[src/rtl/fifo_sync.sv]
// fifo_sync: single-clock synchronous FIFO placed behind the write-side
// controller. The controller watches `words` to decide when to switch
// between writing and reading; a downstream consumer drains the FIFO through
// rd_en / rd_data / rd_valid.
//
// Ports
//   clk           rising-edge clock for all state
//   rst_n         asynchronous active-low reset
//   clr           synchronous flush, wins over wr_en / rd_en in the same cycle
//   wr_en         write request
//   wr_data       write data, captured when the write is accepted
//   rd_en         read request
//   rd_data       registered read data, holds its value between reads
//   rd_valid      one-cycle pulse marking a freshly popped rd_data
//   words         occupancy, 0..DEPTH
//   full, empty   words == DEPTH / words == 0
//   almost_full   words >= AF_LEVEL
//   almost_empty  words <= AE_LEVEL
//   overflow      sticky: a write was rejected
//   underflow     sticky: a read was rejected
module fifo_sync #(
    parameter int WIDTH    = 8,
    parameter int DEPTH    = 8,
    parameter int AF_LEVEL = DEPTH - 2,
    parameter int AE_LEVEL = 2,
    localparam int CW      = $clog2(DEPTH) + 1
) (
    input  logic             clk,
    input  logic             rst_n,
    input  logic             clr,
    input  logic             wr_en,
    input  logic [WIDTH-1:0] wr_data,
    input  logic             rd_en,
    output logic [WIDTH-1:0] rd_data,
    output logic             rd_valid,
    output logic [CW-1:0]    words,
    output logic             full,
    output logic             empty,
    output logic             almost_full,
    output logic             almost_empty,
    output logic             overflow,
    output logic             underflow
);

    localparam int PW = (DEPTH > 1) ? $clog2(DEPTH) : 1;

    localparam logic [CW-1:0] DEPTH_C = CW'(DEPTH);
    localparam logic [CW-1:0] AF_C    = CW'(AF_LEVEL);
    localparam logic [CW-1:0] AE_C    = CW'(AE_LEVEL);
    localparam logic [PW-1:0] LAST_C  = PW'(DEPTH - 1);

    logic [WIDTH-1:0] mem [DEPTH];
    logic [PW-1:0]    wr_ptr;
    logic [PW-1:0]    rd_ptr;
    logic             wr_acc;
    logic             rd_acc;

    // Status flags decode straight off the registered count, so they carry
    // no extra latency relative to words.
    assign full         = (words == DEPTH_C);
    assign empty        = (words == '0);
    assign almost_full  = (words >= AF_C);
    assign almost_empty = (words <= AE_C);

    // A read frees a slot in the same edge, so a write at full is still
    // accepted when paired with a read. At empty the read is refused even if
    // a write arrives: there is no fall-through path.
    assign rd_acc = rd_en && !empty;
    assign wr_acc = wr_en && (!full || rd_acc);

    // Storage is not reset; only the pointers and count define its contents.
    always_ff @(posedge clk) begin
        if (wr_acc && !clr) begin
            mem[wr_ptr] <= wr_data;
        end
    end

    always_ff @(posedge clk or negedge rst_n) begin
        if (!rst_n) begin
            wr_ptr    <= '0;
            rd_ptr    <= '0;
            words     <= '0;
            rd_data   <= '0;
            rd_valid  <= 1'b0;
            overflow  <= 1'b0;
            underflow <= 1'b0;
        end else if (clr) begin
            // rd_data is intentionally kept so the consumer still sees the
            // last popped word after a flush.
            wr_ptr    <= '0;
            rd_ptr    <= '0;
            words     <= '0;
            rd_valid  <= 1'b0;
            overflow  <= 1'b0;
            underflow <= 1'b0;
        end else begin
            rd_valid <= rd_acc;

            if (wr_acc) begin
                wr_ptr <= (wr_ptr == LAST_C) ? '0 : wr_ptr + 1'b1;
            end

            if (rd_acc) begin
                rd_data <= mem[rd_ptr];
                rd_ptr  <= (rd_ptr == LAST_C) ? '0 : rd_ptr + 1'b1;
            end

            // Count only moves when exactly one side is accepted; the accept
            // terms keep it inside 0..DEPTH without any saturation logic.
            case ({wr_acc, rd_acc})
                2'b10:   words <= words + 1'b1;
                2'b01:   words <= words - 1'b1;
                default: words <= words;
            endcase

            if (wr_en && !wr_acc) begin
                overflow <= 1'b1;
            end
            if (rd_en && !rd_acc) begin
                underflow <= 1'b1;
            end
        end
    end

endmodule

[config.mk]
export PLATFORM = sky130hd
export DESIGN_NAME = fifo_sync
export DESIGN_NICKNAME = d
export VERILOG_FILES = /design/src/rtl/fifo_sync.sv
export SDC_FILE = /design/constraint.sdc
export NUM_CORES = 1
export LEC_CHECK = 0
export CAP_MARGIN = 30
export CORE_ASPECT_RATIO = 1.25
export CORE_MARGIN = 2
export CORE_UTILIZATION = 45
export DETAILED_ROUTE_END_ITERATION = 8
export SLEW_MARGIN = 10
export SYNTH_ARGS = -nofsm -noshare
export SYNTH_HDL_FRONTEND = slang
export SYNTH_SLANG_ARGS = --single-unit
export TNS_END_PERCENT = 5
[constraint.sdc]
create_clock -name clk -period 5.77 [get_ports clk]
set_input_delay 1.154 -clock clk [delete_from_list [all_inputs] [get_ports clk]]
set_output_delay 1.154 -clock clk [all_outputs]
set_load 0.02 [all_outputs]
==> results of run 1 <==
registers in the layout, summed over array words and instances, names as in the netlist:
| name | count |
|---|---|
| mem | 64 |
| overflow | 1 |
| rd_data | 8 |
| rd_ptr | 3 |
| rd_valid | 1 |
| underflow | 1 |
| words | 4 |
| wr_ptr | 3 |
power by group:
| part | switching, mW | internal [mW] | total (mW) |
|---|---|---|---|
| registers | 0.0637 | 0.707 | 0.771 |
| clock network | 0.219 | 0.292 | 0.511 |
| logic | 0.194 | 0.212 | 0.406 |
per-stage QoR:
step,std cells,util,power (mW),hold WS (ns)
floorplan,208,-,1.03,0.543
global placement,331,0.516,1.19,0.464
detailed placement,332,0.519,1.20,0.472
CTS,348,0.551,1.71,0.491
global route,348,0.551,1.77,0.506
finish,348,0.551,1.69,0.482
cells by family (layout without fill, tap and decap cells):
kind of cell    Yosys count  in the layout  share of synthesized area
compound gates           27             27                     0.0533
xor+xnor                  1              1                    0.00247
fa+ha+maj                 7              7                     0.0268
buf+inv                  11             56                     0.0159
flops                    85             85                      0.690
mux                      28             28                      0.138
simple gates             49             49                     0.0727
worst paths after layout:
kind,from,endpoint,cells after the start
max,words[1],full,3
min,rd_data[2],rd_data[2],2
max reg2reg,words[1],words[3],7
min reg2reg,rd_data[2],rd_data[2],2
max in group asynchronous,rst_n,rd_data[4],2
min in group asynchronous,rst_n,underflow,1
worst max-delay path: stages (launching register included):
cell and delay [ns]:
dfrtp_1 0.53, or4b_4 0.64, inv_1 0.10, clkdlybuf4s50_1 0.61
placed cells by master, fill, tap and decap left out, types with 6 or more instances in the layout:
master / Yosys / final
dfrtp_1: 21 / 21
a21oi_1: 9 / 9
nand2_1: 15 / 15
ha_1: 6 / 6
o21ai_0: 9 / 9
mux4_2: 16 / 16
nor2_1: 11 / 11
clkdlybuf4s50_1: 0 / 31
clkbuf_8: 0 / 9
edfxtp_1: 64 / 64
mux2i_1: 10 / 10
per-layer routing:
layer  wire length (um)  share of wire  global-route usage  vias to the layer above
met5                  0              0                   0                        -
met4                 79          0.012              0.0744                        0
met3                219          0.033              0.0294                        8
met2               3300           0.49               0.278                       46
met1               3080           0.46               0.223                      963
li1                   -              -                   -                      891
area by class of cell:
cell class              count  share of cell area
repair buffers             37              0.0884
multi-input cells         112               0.247
flip-flops and latches     85               0.576
clock buffers              10              0.0301
well taps                  95              0.0280
clock inverters             6              0.0277
inverters                   3             0.00265
==> summary.md, run 1 <==
| Metric | Value |
|---|---|
| Post-CTS Setup Bufs | `0` |
| Setup Total Neg Slack | `0 ns` |
| Final net count | `268` |
| Root Driver | `clkbuf_8` |
| Synth top cells by count | `64 x edfxtp_1, 21 x dfrtp_1, 16 x mux4_2, 15 x nand2_1, 11 x nor2_1` |
| # fillers | `632` |
| TritonCTS Buffers | `9` |
| IO Port Bufs | `31` |
| Most frequent cell after synthesis | `edfxtp_1` |
| Fin. max-slew vios | `0` |
| Area contributors post-synth | `edfxtp_1 54%, dfrtp_1 15%, mux4_2 10%, mux2i_1 2.8%, ha_1 2.1%` |
| Status | `finished clean` |
| Worst Setup Path Type | `flip-flop to output port` |
| Hold crit path type | `flip-flop to flip-flop` |
| Detailed Route WL | `6680 um` |
| Dpl cell area | `0.00400 sq mm` |
| Netlist Area Pre-Place | `0.00354 sq mm` |
| Vias per inst | `5.48` |
| # setup viols final | `0` |
| Sequential cell area fraction in the yosys report | `0.690` |
| Clock transition at the registers of the reported paths | `0.09 ns` |
| Slew of the pin with the lowest slew margin | `0.911 ns` |
| Crit path max fanout | `9` |
| Multi-input gate area | `0.00105 sq mm` |
| Drt drc | `0` |
| Layout cells sized above 1 | `0.190` |
| Worst Setup End Kind | `output port` |
| RSZ-0062 raised after global routing | `false` |
| Yosys top cell by area | `edfxtp_1` |
| Hold Buf Count CTS | `0` |
| Slew margin rel. | `0.390` |
| Data arrival, critical path | `2.23 ns` |
| Synth Flop Type | `edfxtp_1` |
| Worst setup SP type | `flip-flop` |
| Core ar. | `0.00770 sq mm` |
| Routed WL per cell | `19.2 um` |
| Overall routing resource usage | `0.168` |
| Pleak | `1.51 nW` |
| Flops & latches, synth | `85` |
| Post-synth net total | `228` |
| First-pass GRT wire length | `10500 um` |
| Fmax | `295 MHz` |
| Initial antenna violation count | `0` |
| Cell count after synthesis | `208` |
| Max H-tree Level | `3` |
| Die Y | `103 um` |
| Distinct cell type count after synthesis | `42` |
| Die X | `83.4 um` |
| Fin worst setup slack | `2.38 ns` |
| FP Rows | `36` |
| Critical Path RT | `4.62 ns` |
| Vias in the first global route | `1857` |
| TritonCTS clock tree | `done` |
| Starting Density | `0.460` |
| Largest net degree at the start of global routing | `19` |
| Via count | `1908` |
| Worst ir drop on vdd | `0.000209 V` |
| Clock Latency Late Sink | `0.35 ns` |
| Synth warn | `0` |
| Synthesis-to-finish area growth | `19.8%` |
| Min Tclk post-route | `3.39 ns` |
| Flop-to-flop setup slack | `3.27 ns` |
| PD cells | `398 mW/mm^2` |
| Die Area | `0.00861 sq mm` |
| # diodes | `0` |
| Post-route ant nets | `0` |
| RePlAce Congestion | `0.767` |
| Async set-reset flop share out of synthesis | `0.247` |
| Drt pass-1 iters | `4` |
| Synth Area per Inst | `17.0 sq um` |
| Number of synthesized flops with an enable pin | `64` |
| FF+latch area | `0.00245 sq mm` |
| Clock Sinks | `85` |
| Clock skew | `0.0139 ns` |
| First DRT Iteration DRCs | `85` |
| Endpoints failing hold | `0` |
| Final Cycle Share | `0.587` |
| I/O Pins | `32` |
| Max cap viols | `0` |
| Post_cts resized | `0` |
| Post-DP HPWL | `4380 um` |
| Max Buffers Root-to-Sink | `2` |
| Setup WS pre-CTS | `2.28 ns` |
| Top-area cell type share of the netlist area | `0.542` |
| Post-route cell area | `0.00425 sq mm` |
| Grt ovf | `0` |
(Power assumes the default switching activity.)
==> run 2, diff against run 1 <==
clock period = 3.5 ns   (was 5.77 ns; I/O delays follow)
==> summary.md, run 2 (synthesis results as in run 1) <==
| Metric | Value |
|---|---|
| Dpl cell area | `0.00405 sq mm (+1.2%)` |
| Fin worst setup slack | `0.565 ns (-1.82 ns)` |
| PD cells | `625 mW/mm^2 (+57%)` |
| Via count | `1918 (+0.52%)` |
| Pleak | `1.53 nW (+1.6%)` |
| Final Cycle Share | `0.838` |
| Most flops, register | `mem` |
| Most common cell after layout, fill and taps aside | `edfxtp_1` |
| Layout cells sized above 1 | `0.218 (+0.0287)` |
| Post-CTS Setup Bufs | `0 (unchanged)` |
| # setup viols final | `0 (unchanged)` |
| Crit path launch | `words[1]` |
| WL met3 | `257 um (+17%)` |
| Die X | `83.4 um (unchanged)` |
| Worst Setup End Kind | `output port` |
| Worst r2r dst | `words[3]` |
| First-pass GRT wire length | `10000 um (-4.8%)` |
| Starting Density | `0.460 (unchanged)` |
| Final net count | `276 (+3.0%)` |
| Root Driver | `clkbuf_8` |
| Overall routing resource usage | `0.159 (-0.00950)` |
| Met2 wire len | `3030 um (-8.3%)` |
| Max cap viols | `0 (unchanged)` |
| Worst path max stage delay | `0.64 ns (about the same)` |
| RSZ-0062 raised after global routing | `false` |
| Net Sw Power | `800 uW (+68%)` |
| Worst Path Buf+Inv | `2 (unchanged)` |
| # diodes | `0 (unchanged)` |
| Slew margin rel. | `0.427 (+0.0369)` |
| Clock transition at the registers of the reported paths | `0.09 ns (about the same)` |
| Fmax | `341 MHz` |
| FP Rows | `36 (unchanged)` |
| Gate power share | `0.246 (+0.005)` |
| Detailed Route WL | `6350 um (-4.8%)` |
| Biggest regs | `mem: 64 flops, rd_data: 8 flops, words: 4 flops` |
| Metal-1 WL | `2980 um (-3.2%)` |
| Drt drc | `0 (unchanged)` |
| Drt pass-1 iters | `4 (unchanged)` |
| Status | `finished clean` |
| Die Y | `103 um (unchanged)` |
| Grt ovf | `0 (unchanged)` |
| Post-route ant nets | `0 (unchanged)` |
| Post_cts resized | `0 (unchanged)` |
| Crit path max fanout | `9 (unchanged)` |
| Fin. max-slew vios | `0 (unchanged)` |
| RePlAce Congestion | `0.684 (-11%)` |
| Clock Latency Late Sink | `0.36 ns (about the same)` |
| Most frequent cells in the layout | `64 x edfxtp_1, 31 x clkdlybuf4s50_1, 21 x dfrtp_1` |
| Initial antenna violation count | `0 (unchanged)` |
| Top Family by Delay on Critical Path | `buffers and inverters` |
| Worst ir drop on vdd | `0.000368 V (+76%)` |
| IO Port Bufs | `31 (unchanged)` |
| Vias in the first global route | `1850 (-0.38%)` |
| Clock power share | `0.273 (-0.030)` |
| Largest net degree at the start of global routing | `19 (unchanged)` |
| Synthesis-to-finish area growth | `20.3%` |
| Hold Buf Count CTS | `0 (unchanged)` |
| Power Internal | `1.86 mW (+54%)` |
| Clock Sinks | `85 (unchanged)` |
| Setup WS pre-CTS | `0.457 ns (-1.82 ns)` |
| Setup Total Neg Slack | `0 ns (unchanged)` |
| Hold crit path type | `flip-flop to flip-flop` |
| Slowest CP cell | `or4b_4` |
| Post-DP HPWL | `4230 um (-3.5%)` |
| Sw Share | `0.301 (+0.0182)` |
| Critical path endpoint | `full` |
| Post-route cell area | `0.00426 sq mm (+0.41%)` |
| Worst setup SP type | `flip-flop` |
| Vias per inst | `5.39 (-1.7%)` |
| Core ar. | `0.00770 sq mm (unchanged)` |
| Slew of the pin with the lowest slew margin | `0.859 ns (-0.0520 ns)` |
| R2R Path Start | `words[1]` |
| Max H-tree Level | `3 (unchanged)` |
| Data arrival, critical path | `2.23 ns (about the same)` |
| Critical path depth | `3 (unchanged)` |
| Max Buffers Root-to-Sink | `2 (unchanged)` |
| Min Tclk post-route | `2.93 ns` |
| DR top layer | `met4` |
| Worst Setup Path Type | `flip-flop to output port` |
| Cells along the critical path | `or4b_4 -> inv_1 -> clkdlybuf4s50_1` |
| I/O Pins | `32 (unchanged)` |
| First DRT Iteration DRCs | `117 (+38%)` |
| Flop-to-flop setup slack | `0.94 ns (-2.33 ns)` |
| Worst hold slack | `0.482 ns (+0.000787 ns)` |
| Number of flip-flops under the largest register name | `64 (unchanged)` |
| Sequential share of power | `0.481 (+0.025)` |
| Critical Path RT | `2.80 ns (-1.82 ns)` |
| Clock skew | `0.0118 ns (-0.00207 ns)` |
| Routed WL per cell | `17.8 um (-7.0%)` |
| Finished Core Util | `0.553 (+0.00227)` |
| Die Area | `0.00861 sq mm (unchanged)` |
| Endpoints failing hold | `0 (unchanged)` |
| TritonCTS Buffers | `9 (unchanged)` |
| Worst reg-to-reg path cell count | `7 (unchanged)` |
| TritonCTS clock tree | `done` |
-- run 2: layout make-up --
class | count | area, sq um
multi-input combinational | 112 | 1050
timing repair buffer | 45 | 423
clock inverter | 7 | 91.3
clock buffer | 9 | 124
inverter | 3 | 11.3
sequential | 85 | 2450
tap | 95 | 119
fill | 610 | 3440
-- run 2: how the worst min path moves through the flow --
stage                     startpoint         end  slack (ns)  cells after the start
after floorplan                rst_n    overflow        0.40                      0
after global placement    rd_data[2]  rd_data[2]        0.46                      2
after detailed placement  rd_data[2]  rd_data[2]        0.47                      2
after CTS                 rd_data[2]  rd_data[2]        0.49                      2
after global routing      rd_data[4]  rd_data[4]        0.52                      2
final                     rd_data[2]  rd_data[2]        0.48                      2
-- run 2: worst register-to-register path: cells and delay by family, from the launching register on --
family,cells,cell delay (ns)
AND/OR/NAND/NOR,3,0.50
AO/OA/AOI/OAI,3,1.02
adder cells (fa/ha/maj),1,0.37
flip-flops,1,0.54
-- run 2: layer usage --
layer | up-vias | global-route usage
li1 | 902 | -
met1 | 970 | 0.203
met2 | 39 | 0.258
met3 | 7 | 0.0516
met4 | 0 | 0.0567
met5 | - | 0
-- run 2: power groups by stage --
stage	sequential, mW	clock (mW)	combinational [mW]
3_5_place_dp	1.31	0	0.663
4_1_cts	1.28	0.749	0.664
2_1_floorplan	1.33	0	0.368
3_3_place_gp	1.30	0	0.655
5_1_grt	1.30	0.797	0.708
6_report	1.28	0.727	0.656
-- run 2: stage by stage --
| stage | total power [mW] | std cells |
|---|---|---|
| after detailed placement | 1.97 | 340 |
| after global routing | 2.80 | 356 |
| after CTS | 2.70 | 356 |
| final | 2.66 | 356 |
| after floorplan | 1.70 | 208 |
| after global placement | 1.96 | 339 |
